===== src/rtl/fetch_pkg.sv =====
// Shared types and constants for the instruction fetch unit.
// Holds the fetch FSM state encoding and the sequential PC step.
package fetch_pkg;

    typedef enum logic [1:0] {
        S_FETCH = 2'd0,
        S_WAIT  = 2'd1,
        S_HOLD  = 2'd2,
        S_DROP  = 2'd3
    } fetch_state_t;

    localparam int PC_STEP = 1;

endpackage


===== src/rtl/fetch_unit_pcreg.sv =====
// Fetch program-counter register.
// The value loads INIT on reset and loads d when en is high.
module fetch_unit_pcreg #(
    parameter int              WIDTH = 16,
    parameter logic [WIDTH-1:0] INIT = '0
) (
    input  logic             clk,
    input  logic             reset,
    input  logic             en,
    input  logic [WIDTH-1:0] d,
    output logic [WIDTH-1:0] q
);

    logic [WIDTH-1:0] r_pc;

    always_ff @(posedge clk) begin
        if (reset) begin
            r_pc <= INIT;
        end else if (en) begin
            r_pc <= d;
        end
    end

    assign q = r_pc;

endmodule


===== src/rtl/fetch_unit.sv =====
// Single-outstanding instruction fetch unit: issue request, wait for data,
// hold one instruction for decode; redirects retarget the PC in any state.
module fetch_unit
    import fetch_pkg::*;
#(
    parameter int               WIDTH = 16,
    parameter logic [WIDTH-1:0] INIT  = '0
) (
    input  logic             clk,
    input  logic             reset,
    output logic             imem_req_valid,
    input  logic             imem_req_ready,
    output logic [WIDTH-1:0] imem_req_addr,
    input  logic             imem_rsp_valid,
    input  logic [WIDTH-1:0] imem_rsp_data,
    output logic             inst_valid,
    input  logic             inst_ready,
    output logic [WIDTH-1:0] inst_data,
    output logic [WIDTH-1:0] inst_pc,
    input  logic             redirect_valid,
    input  logic [WIDTH-1:0] redirect_target,
    output logic [WIDTH-1:0] fetch_pc
);

    fetch_state_t     r_state;
    fetch_state_t     w_next;
    logic [WIDTH-1:0] r_inst_data;
    logic [WIDTH-1:0] r_inst_pc;
    logic [WIDTH-1:0] w_fetch_pc;
    logic [WIDTH-1:0] w_pc_d;
    logic [WIDTH-1:0] w_pc_inc;
    logic             w_pc_en;
    logic             w_ld_pc;
    logic             w_ld_data;

    fetch_unit_pcreg #(
        .WIDTH (WIDTH),
        .INIT  (INIT)
    ) u_pcreg (
        .clk   (clk),
        .reset (reset),
        .en    (w_pc_en),
        .d     (w_pc_d),
        .q     (w_fetch_pc)
    );

    // Wraps naturally at 2^WIDTH since the sum is truncated to WIDTH bits.
    assign w_pc_inc = w_fetch_pc + WIDTH'(PC_STEP);

    always_comb begin
        w_next    = r_state;
        w_pc_en   = 1'b0;
        w_pc_d    = w_fetch_pc;
        w_ld_pc   = 1'b0;
        w_ld_data = 1'b0;
        if (redirect_valid) begin
            w_pc_en = 1'b1;
            w_pc_d  = redirect_target;
        end
        case (r_state)
            S_FETCH: begin
                if (imem_req_ready) begin
                    // A redirect racing the handshake leaves a stale request in flight.
                    w_next = redirect_valid ? S_DROP : S_WAIT;
                    if (!redirect_valid) begin
                        w_pc_en = 1'b1;
                        w_pc_d  = w_pc_inc;
                        w_ld_pc = 1'b1;
                    end
                end
            end
            S_WAIT: begin
                if (redirect_valid) begin
                    w_next = imem_rsp_valid ? S_FETCH : S_DROP;
                end else if (imem_rsp_valid) begin
                    w_ld_data = 1'b1;
                    w_next    = S_HOLD;
                end
            end
            S_HOLD: begin
                if (redirect_valid || inst_ready) begin
                    w_next = S_FETCH;
                end
            end
            S_DROP: begin
                if (imem_rsp_valid) begin
                    w_next = S_FETCH;
                end
            end
            default: w_next = S_FETCH;
        endcase
    end

    always_ff @(posedge clk) begin
        if (reset) begin
            r_state     <= S_FETCH;
            r_inst_pc   <= INIT;
            r_inst_data <= '0;
        end else begin
            r_state <= w_next;
            if (w_ld_pc) begin
                r_inst_pc <= w_fetch_pc;
            end
            if (w_ld_data) begin
                r_inst_data <= imem_rsp_data;
            end
        end
    end

    assign imem_req_valid = (r_state == S_FETCH);
    assign imem_req_addr  = w_fetch_pc;
    assign inst_valid     = (r_state == S_HOLD);
    assign inst_data      = r_inst_data;
    assign inst_pc        = r_inst_pc;
    assign fetch_pc       = w_fetch_pc;

endmodule


===== config.mk =====
export PLATFORM = sky130hd
export DESIGN_NAME = fetch_unit
export DESIGN_NICKNAME = d
export VERILOG_FILES = /design/src/rtl/fetch_pkg.sv /design/src/rtl/fetch_unit_pcreg.sv /design/src/rtl/fetch_unit.sv
export SDC_FILE = /design/constraint.sdc
export NUM_CORES = 1
export LEC_CHECK = 0
export CORE_UTILIZATION = 46
export CTS_BUF_LIST = sky130_fd_sc_hd__clkbuf_16
export CTS_CLUSTER_SIZE = 10
export DETAILED_ROUTE_END_ITERATION = 8
export GPL_ROUTABILITY_DRIVEN = 0
export GPL_TIMING_DRIVEN = 0
export PLACE_DENSITY = 0.93
export SLEW_MARGIN = 20
export SYNTH_ARGS = -nofsm -noshare
export SYNTH_HDL_FRONTEND = slang
export SYNTH_HIERARCHICAL = 1
export SYNTH_SLANG_ARGS = --single-unit
export TNS_END_PERCENT = 20

===== constraint.sdc =====
create_clock -name clk -period 6.25 [get_ports clk]
set_input_delay 1.25 -clock clk [delete_from_list [all_inputs] [get_ports clk]]
set_output_delay 1.25 -clock clk [all_outputs]
set_load 0.02 [all_outputs]

Word level (Yosys, flattened, before mapping):

Cells that the tools add are included.

* add/subtract/negate cells: 1
* equality and inequality tests: 7
* multiplexer cells: 22
* reductions and logical operators: 3

Operators by type and width (count)
* 2-to-1 mux 16 bit: 4
* adder 16 x 1 -> 16 bit, second input constant: 1
* 2-to-1 mux 2 bit: 7
* 2-to-1 mux 1 bit: 10
* one-hot mux 2 bit (4 select lines): 1
* equality test 2 bit, second input constant: 2
* inequality test 2 x 1 -> 1 bit, second input constant: 2
* AND reduction 4 bit: 1
* inequality test 3 bit, second input constant: 1
* equality test 2 x 1 -> 1 bit, second input constant: 1
* zero test 2 bit: 1
* inequality test 2 bit, second input constant: 1
* logical OR 1 bit: 1

* register bits: 50
* input bits: 38
* output and inout port bits: 66
* word-level logic and storage cells: 37

Depth between registers and ports, before layout:

Gate-level depths: netlist of run 1.

* depth after elaboration: 4
* depth in mapped cells: 8
* mapped depth without buffers: 7

By module:

The synthesis of run 1 kept the hierarchy.

By module, submodules not included
* fetch_unit: times used 1, cells each 258, area an instance 1861.8 µm², sequential area each 680.7 µm²
* fetch_unit_pcreg: times used 1, cells each 52, area an instance 580.6 µm², sequential area each 320.3 µm²

Worst setup path before layout of run 1:

No wires, ideal clock.

* path type: input to register
* start: input port imem_req_ready
* end: register u_pcreg.r_pc[15] (netlist: u_pcreg/q[15])
* setup time: 0.122 ns
* arrival: 2.477 ns
* data required time: 6.128 ns
* setup slack: 3.651 ns
* cell stages on the path: 6
* path buffers: 0
* cell sequence: inv_1 -> or4b_4 -> o31a_1 -> o31a_1 -> mux2i_1 -> nor2_1

* cells in the longest elaborated chain, start to end: 2

RTL lines
* start: declaration: RTL line fetch_unit.sv:12 `input logic imem_req_ready,`
* 2-to-1 mux 16 bit: RTL line fetch_unit.sv:62 `if (imem_req_ready) begin`
* 2-to-1 mux 16 bit: RTL line fetch_unit.sv:60 `case (r_state)`
* named net w_pc_d[15]: RTL line fetch_unit.sv:30 `logic [WIDTH-1:0] w_pc_d;`
* end signal: assignment: RTL line fetch_unit_pcreg.sv:18 `r_pc <= INIT;`
* end signal: assignment: RTL line fetch_unit_pcreg.sv:20 `r_pc <= d;`
* end: declaration: RTL line fetch_unit_pcreg.sv:14 `logic [WIDTH-1:0] r_pc;`

The timed path passes the listed nets, and every way through them passes these cells.
A chain may end at the register's enable or synchronous reset.

Final worst setup path of run 1:

* start: input port imem_req_ready
* end: register r_inst_pc[7] (netlist: inst_pc[7])

* cells in the longest elaborated chain, start to end: 2

RTL lines
* 2-to-1 mux 1 bit: RTL line fetch_unit.sv:62
* 2-to-1 mux 1 bit: RTL line fetch_unit.sv:60
* end signal: assignment: RTL line fetch_unit.sv:102 `r_inst_pc <= w_fetch_pc;`
* end: declaration: RTL line fetch_unit.sv:28 `logic [WIDTH-1:0] r_inst_pc;`

Every way passes these cells.

==> results of run 1 <==
-- stage by stage --
| step | area [µm²] | hold WS (ns) |
|---|---|---|
| 4_1_cts | 3720 | 0.458 |
| 5_1_grt | 3720 | 0.476 |
| 2_1_floorplan | 2440 | 0.523 |
| 3_3_place_gp | 3550 | 0.441 |
| 3_5_place_dp | 3550 | 0.448 |
| 6_report | 3720 | 0.453 |
-- sequential cells by signal, indices dropped and copies added (netlist names) --
name       flops
inst_data     16
inst_pc       16
r_state        2
u_pcreg/q     16
-- final cells by class --
cell class              instances  share of cell area, %
flip-flops and latches         50                   26.9
well taps                      70                   2.36
clock buffers                   5                   3.37
repair buffers                102                   27.5
plain buffers                  36                   6.20
multi-input cells             220                   32.2
clock inverters                 3                   1.08
inverters                       4                  0.404
-- worst reg2reg max path: stages, from the launching register on --
cell and delay [ns]:
dfxtp_1 0.55, nand4_2 0.24, or4b_4 0.61, o31a_1 0.25, o31a_1 0.28, mux2i_1 0.15, nor2_1 0.05
-- layout by cell type, fill, tap and decap left out, drive strengths merged, types with 4 or more instances in the layout --
cell type,n
nor2,25
o21ai,15
mux2i,17
buf,24
nand3,4
clkdlybuf4s50,102
a21oi,33
xor2,6
nand4,5
clkbuf,17
xnor2,6
inv,4
nand2,80
dfxtp,50
-- how the worst max path moves through the flow --
stage / from / end / slack, ns
CTS: imem_req_ready / inst_pc[7] / 3.10
global route: imem_req_ready / inst_pc[12] / 2.99
floorplan: imem_req_ready / u_pcreg/q[15] / 3.65
detailed placement: imem_req_ready / inst_pc[13] / 2.79
global placement: imem_req_ready / inst_pc[7] / 2.87
finish: imem_req_ready / inst_pc[7] / 3.07
-- metal layers --
layer | up-vias | share of wire, % | track usage (%)
li1 | 1234 | - | -
met1 | 1214 | 40 | 31.7
met2 | 106 | 52 | 47.2
met3 | 12 | 5.8 | 4.95
met4 | 0 | 1.7 | 8.39
met5 | - | 0 | 0
-- cell families (layout without fill, tap and decap cells) --
| logic type | after synthesis | after routing | synth area share (%) |
|---|---|---|---|
| simple gates | 135 | 135 | 25.2 |
| fa+ha+maj | 1 | 1 | 0.512 |
| compound gates | 55 | 55 | 12.0 |
| flops | 50 | 50 | 41.0 |
| xor+xnor | 12 | 12 | 4.30 |
| mux | 17 | 17 | 6.97 |
| buf+inv | 40 | 150 | 10.0 |
-- power groups by stage --
stage	clock, mW	sequential [mW]	combinational (mW)
after floorplan	0	0.369	0.0798
after global placement	0	0.358	0.168
after detailed placement	0	0.359	0.173
after CTS	0.306	0.352	0.175
after global routing	0.322	0.355	0.187
final	0.302	0.353	0.175
==> results.py, run 1 <==
metrics = {
    "clocking": {
        "root_buffer": "clkbuf_16",
        "cts_setup_buffers": 0,
        "cts_inserted_buffers": 5,
        "cts_tree": "built",
        "htree_levels": 2,
        "clockBufferDepth": 2,
        "cts_resized": 0,
        "cts_sinks": 50,
        "clkLatencyLatePin_ns": 0.29,
        "cts_hold_buf": 0,
        "clkTransAtPathRegs_ns": 0.07,
    },
    "yosys": {
        "synth_seq_area_share_pct": 41.0,
        "syn-num-nets": 349,
        "synthesis.area_um2": 2440,
        "synth_area_leaders": "dfxtp_1 (41%), nand2_1 (12%), mux2i_1 (7.0%), a21oi_1 (6.8%), buf_4 (4.9%)",
        "synth_commonest_cells": "nand2_1 (80), dfxtp_1 (50), a21oi_1 (33)",
        "synth-edff-count": 0,
        "synth_cell_types": 39,
        "synthArstFlopShare_pct": 0,
        "yosysMostFrequentCell": "nand2_1",
        "postSynthCellCount": 310,
        "synth_flop_cell": "dfxtp_1",
        "synth_top_area_share_pct": 41.0,
        "ys_seq_elements": 50,
        "syn_avg_cell_area_um2": 7.88,
        "yosys.area.top_type": "dfxtp_1",
        "yosysWarnings": 6,
    },
    "detailed_routing": {
        "routedWlPerCell_um": 14.7,
        "drtAntennaViolNets": 0,
        "drt-vias-per-instance": 5.24,
        "route.detailed.drc": 0,
        "dr.pass1.iters": 5,
        "vias": 2566,
        "finalWirelength_um": 7200,
        "drt_iter0_markers": 186,
    },
    "worst_setup_path": {
        "path_depth": 8,
        "path_cells": "clkdlybuf4s50_1 -> or3b_1 -> clkbuf_1 -> or2_1 -> clkbuf_1 -> buf_2 -> nand2_1 -> a21oi_1",
        "crit_fanout": 10,
        "worst-path-buf-inv": 4,
        "reg2reg_to": "u_pcreg/q[15]",
        "reg2reg_slack_ns": 4.00,
        "cp.required_ns": 6.40,
        "max_stage_delay_ns": 0.64,
        "crit_slowest_cell": "clkdlybuf4s50_1",
        "worstPathArrival_ns": 3.33,
        "crit_type": "in2reg",
        "crit_path_start_kind": "input pin",
        "crit_path_end_kind": "register",
        "r2r_start": "u_pcreg/q[2]",
        "worstRegToRegCells": 6,
        "cp_top_family": "buffers and inverters",
        "cpMostUsedCell": "clkbuf_1",
    },
    "sta": {
        "final_hold_viol_count": 0,
        "setup_tns_ns": 0,
        "clock_skew_ns": 0.00778,
        "finalSetupViolCount": 0,
        "relSlewSlack_pct": 66.4,
        "rsz0062_at_grt": "false",
        "slew_viol_final": 0,
        "period_share_pct": 50.9,
        "clock.fmax_ghz": 0.315,
        "worst_slew_pin_slew_ns": 0.504,
        "timing.final.ws_setup_ns": 3.07,
        "period_needed_ns": 3.18,
    },
    "die": {
        "fp.dieH_um": 74.9,
        "dieWidth_um": 74.9,
        "core_um2": 5110,
        "die-area_um2": 5600,
        "start_util_pct": 47.8,
        "num_rows": 26,
        "io_pins": 104,
    },
    "placement": {
        "dp_cells": 482,
        "post-place-ws_ns": 2.79,
        "port_buffers": 102,
        "dp_hpwl_um": 5110,
    },
    "min_path": {
        "hp-class": "reg2reg",
        "hold_path_depth": 2,
        "hold_end": "inst_data[14]",
        "worstHoldStart": "inst_data[14]",
    },
    "global_routing": {
        "grt_first_pass_wirelength_um": 11100,
        "grt_max_degree": 16,
        "grt-ovfl-total": 0,
        "grt.total_usage_pct": 26.3,
        "grt_pass1_vias": 2400,
        "antenna_found_initial": 0,
    },
    "final_layout": {
        "final_layout_size_suffix_gt1_share_pct": 8.57,
        "finish.utilization_pct": 72.8,
        "nFillCells": 384,
        "register_area_um2": 1000,
        "area_growth_pct": 52.2,
        "stdcell_count": 490,
        "antenna_cells": 0,
        "multi_input_area_um2": 1200,
        "nets": 458,
    },
    "power": {
        "power_switching_share_pct": 26.4,
        "p_comb_share_pct": 21.1,
        "p_leak_nw": 1.40,
        "p_int_uw": 611,
        "ir_drop_mv": 0.141,
        "seqPwrFrac_pct": 42.5,
        "pwr-share-clk_pct": 36.4,
        "cellPowerDensity_nw_per_um2": 223,
        "switchingPower_uw": 219,
        "report.power.total_uw": 830,
    },
    "status": {
        "status": "completed",
    },
    "flow_run": {
        "max_cap_violations": 0,
    },
}
Note: power is estimated with default switching activity, not from simulation.
==> run 2, diff against run 1 <==
--- a/config.mk
+++ b/config.mk
@@ -5,13 +5,13 @@
 export SDC_FILE = /design/constraint.sdc
 export NUM_CORES = 1
 export LEC_CHECK = 0
-export CORE_UTILIZATION = 46
+export CORE_UTILIZATION = 38
 export CTS_BUF_LIST = sky130_fd_sc_hd__clkbuf_16
 export CTS_CLUSTER_SIZE = 10
 export DETAILED_ROUTE_END_ITERATION = 8
 export GPL_ROUTABILITY_DRIVEN = 0
 export GPL_TIMING_DRIVEN = 0
-export PLACE_DENSITY = 0.93
+export PLACE_DENSITY = 0.83
 export SLEW_MARGIN = 20
 export SYNTH_ARGS = -nofsm -noshare
 export SYNTH_HDL_FRONTEND = slang
==> constraint.sdc (replaced) <==
create_clock -name clk -period 2.74 [get_ports clk]
set_input_delay 0.548 -clock clk [delete_from_list [all_inputs] [get_ports clk]]
set_output_delay 0.548 -clock clk [all_outputs]
set_load 0.02 [all_outputs]
==> run 2 against run 1 <==
  * Clock skew fell by 0.0034 ns
  * Combinational power is 120% higher
  * Sequential power increased by 130%
  * Non-clock buffer count did not move
  * Setup slack worse by 2.8 ns
  * Routed wire length is 8.4% lower
  * Flip-flop and latch count stayed put
  * Register-to-register slack worse by 3.5 ns
  * Sequential share of layout area hardly changed
==> results.py, run 2 (synthesis results as in run 1) <==
metrics = {
    "clocking": {
        "cts_tree": "built",
        "root_buffer": "clkbuf_16",
        "htree_levels": 2,
        "cts_resized": 0,
        "clkLatencyLatePin_ns": 0.28,
        "cts_inserted_buffers": 5,
        "clkTransAtPathRegs_ns": 0.06,
        "cts_setup_buffers": 0,
        "clockBufferDepth": 2,
        "cts_hold_buf": 0,
        "cts_sinks": 50,
    },
    "detailed_routing": {
        "routedWlPerCell_um": 13.3,
        "drt_iter0_markers": 130,
        "route.detailed.drc": 0,
        "drtAntennaViolNets": 0,
        "dr.pass1.iters": 4,
        "finalWirelength_um": 6600,
        "drt-vias-per-instance": 4.99,
        "vias": 2470,
    },
    "sta": {
        "worst_slew_pin_slew_ns": 0.500,
        "period_share_pct": 88.6,
        "final_hold_viol_count": 0,
        "clock_skew_ns": 0.00442,
        "timing.final.ws_setup_ns": 0.313,
        "period_needed_ns": 2.43,
        "finalSetupViolCount": 0,
        "clock.fmax_ghz": 0.412,
        "holdWs_ns": 0.455,
        "setup_tns_ns": 0,
        "rsz0062_at_grt": "false",
        "relSlewSlack_pct": 66.7,
        "slew_viol_final": 0,
    },
    "power": {
        "seqPwrFrac_pct": 42.9,
        "p_comb_share_pct": 20.8,
        "p_leak_nw": 1.40,
        "power_switching_share_pct": 25.8,
        "p_int_mw": 1.39,
        "pwr-share-clk_pct": 36.3,
        "ir_drop_mv": 0.288,
        "switchingPower_uw": 485,
        "cellPowerDensity_nw_per_um2": 504,
    },
    "worst_setup_path": {
        "cpMostUsedCell": "clkbuf_1",
        "crit_path_end_kind": "register",
        "worstRegToRegCells": 6,
        "max_stage_delay_ns": 0.64,
        "cp.required_ns": 2.88,
        "crit_type": "in2reg",
        "reg2reg_slack_ns": 0.55,
        "r2r_start": "u_pcreg/q[3]",
        "path_cells": "clkdlybuf4s50_1 -> or3b_1 -> clkbuf_1 -> or2_1 -> clkbuf_1 -> buf_2 -> nand2_1 -> a21oi_1",
        "crit_fanout": 10,
        "crit_slowest_cell": "clkdlybuf4s50_1",
        "crit_path_start_kind": "input pin",
        "worstPathArrival_ns": 2.57,
        "reg2reg_to": "u_pcreg/q[15]",
    },
    "min_path": {
        "hold_end": "inst_data[7]",
        "worstHoldStart": "inst_data[7]",
        "hold_path_depth": 2,
        "hp-class": "reg2reg",
    },
    "die": {
        "core_um2": 6060,
        "start_util_pct": 40.3,
        "fp.dieH_um": 82.2,
        "dieWidth_um": 82.2,
        "num_rows": 28,
        "die-area_um2": 6750,
        "io_pins": 104,
    },
    "placement": {
        "dp_cells": 487,
        "dp_hpwl_um": 4840,
        "post-place-ws_ns": 0.0486,
        "port_buffers": 102,
    },
    "global_routing": {
        "grt_first_pass_wirelength_um": 10400,
        "grt_max_degree": 15,
        "grt.total_usage_pct": 20.1,
        "grt-ovfl-total": 0,
        "antenna_found_initial": 0,
        "grt_pass1_vias": 2299,
    },
    "final_layout": {
        "area_growth_pct": 52.3,
        "antenna_cells": 0,
        "final_layout_size_suffix_gt1_share_pct": 8.10,
        "layout_common_cells": "clkdlybuf4s50_1 (102), nand2_1 (80), dfxtp_1 (50)",
        "layout_commonest_cell": "clkdlybuf4s50_1",
        "stdcell_count": 495,
        "nets": 458,
    },
    "flow_run": {
        "max_cap_violations": 0,
    },
    "status": {
        "status": "completed",
    },
}
[run 2: cell type report]
class | count | area [µm²]
plain buffers | 36 | 230
clock inverters | 3 | 37.5
multi-input cells | 220 | 1200
flip-flops and latches | 50 | 1000
clock buffers | 5 | 125
fillers | 548 | 2340
repair buffers | 102 | 1020
inverters | 4 | 15.0
well taps | 75 | 93.8
[run 2: metal layers]
metal  GRT usage [%]  vias to the layer above  wire length, µm
li1                -                     1236                -
met1            25.1                     1136             2890
met2            34.8                       92             3240
met3            3.41                        6              370
met4            6.67                        0               93
met5               0                        -                0
[run 2: through the flow]
step	util, %	cell area [µm²]	total power, mW
6_report	61.4	3720	1.88
5_1_grt	61.4	3720	1.95
4_1_cts	61.4	3720	1.88
3_5_place_dp	58.7	3560	1.21
3_3_place_gp	58.7	3560	1.20
2_1_floorplan	-	2440	1.02
[run 2: worst max-delay path by stage]
| stage | startpoint | endpoint | slack [ns] | depth (start not counted) |
|---|---|---|---|---|
| after detailed placement | imem_req_ready | inst_pc[8] | 0.05 | 8 |
| after CTS | imem_req_ready | inst_pc[7] | 0.33 | 8 |
| after global routing | imem_req_ready | inst_pc[7] | 0.17 | 8 |
| final | imem_req_ready | inst_pc[7] | 0.31 | 8 |
| after floorplan | u_pcreg/q[3] | u_pcreg/q[15] | 0.62 | 6 |
| after global placement | imem_req_ready | inst_pc[6] | 0.07 | 8 |
[run 2: worst max-delay path: cells and delay by family]
| family | cells | cell delay (ns) |
|---|---|---|
| buffers and inverters | 4 | 1.26 |
| and+or+nand+nor | 3 | 0.68 |
| AOI/OAI and AO/OA | 1 | 0.07 |
[run 2: power by group through the flow]
stage | clock (mW) | combinational [mW] | sequential, mW
detailed placement | 0 | 0.389 | 0.820
finish | 0.680 | 0.391 | 0.804
floorplan | 0 | 0.182 | 0.841
global route | 0.715 | 0.422 | 0.809
CTS | 0.685 | 0.392 | 0.804
global placement | 0 | 0.382 | 0.818
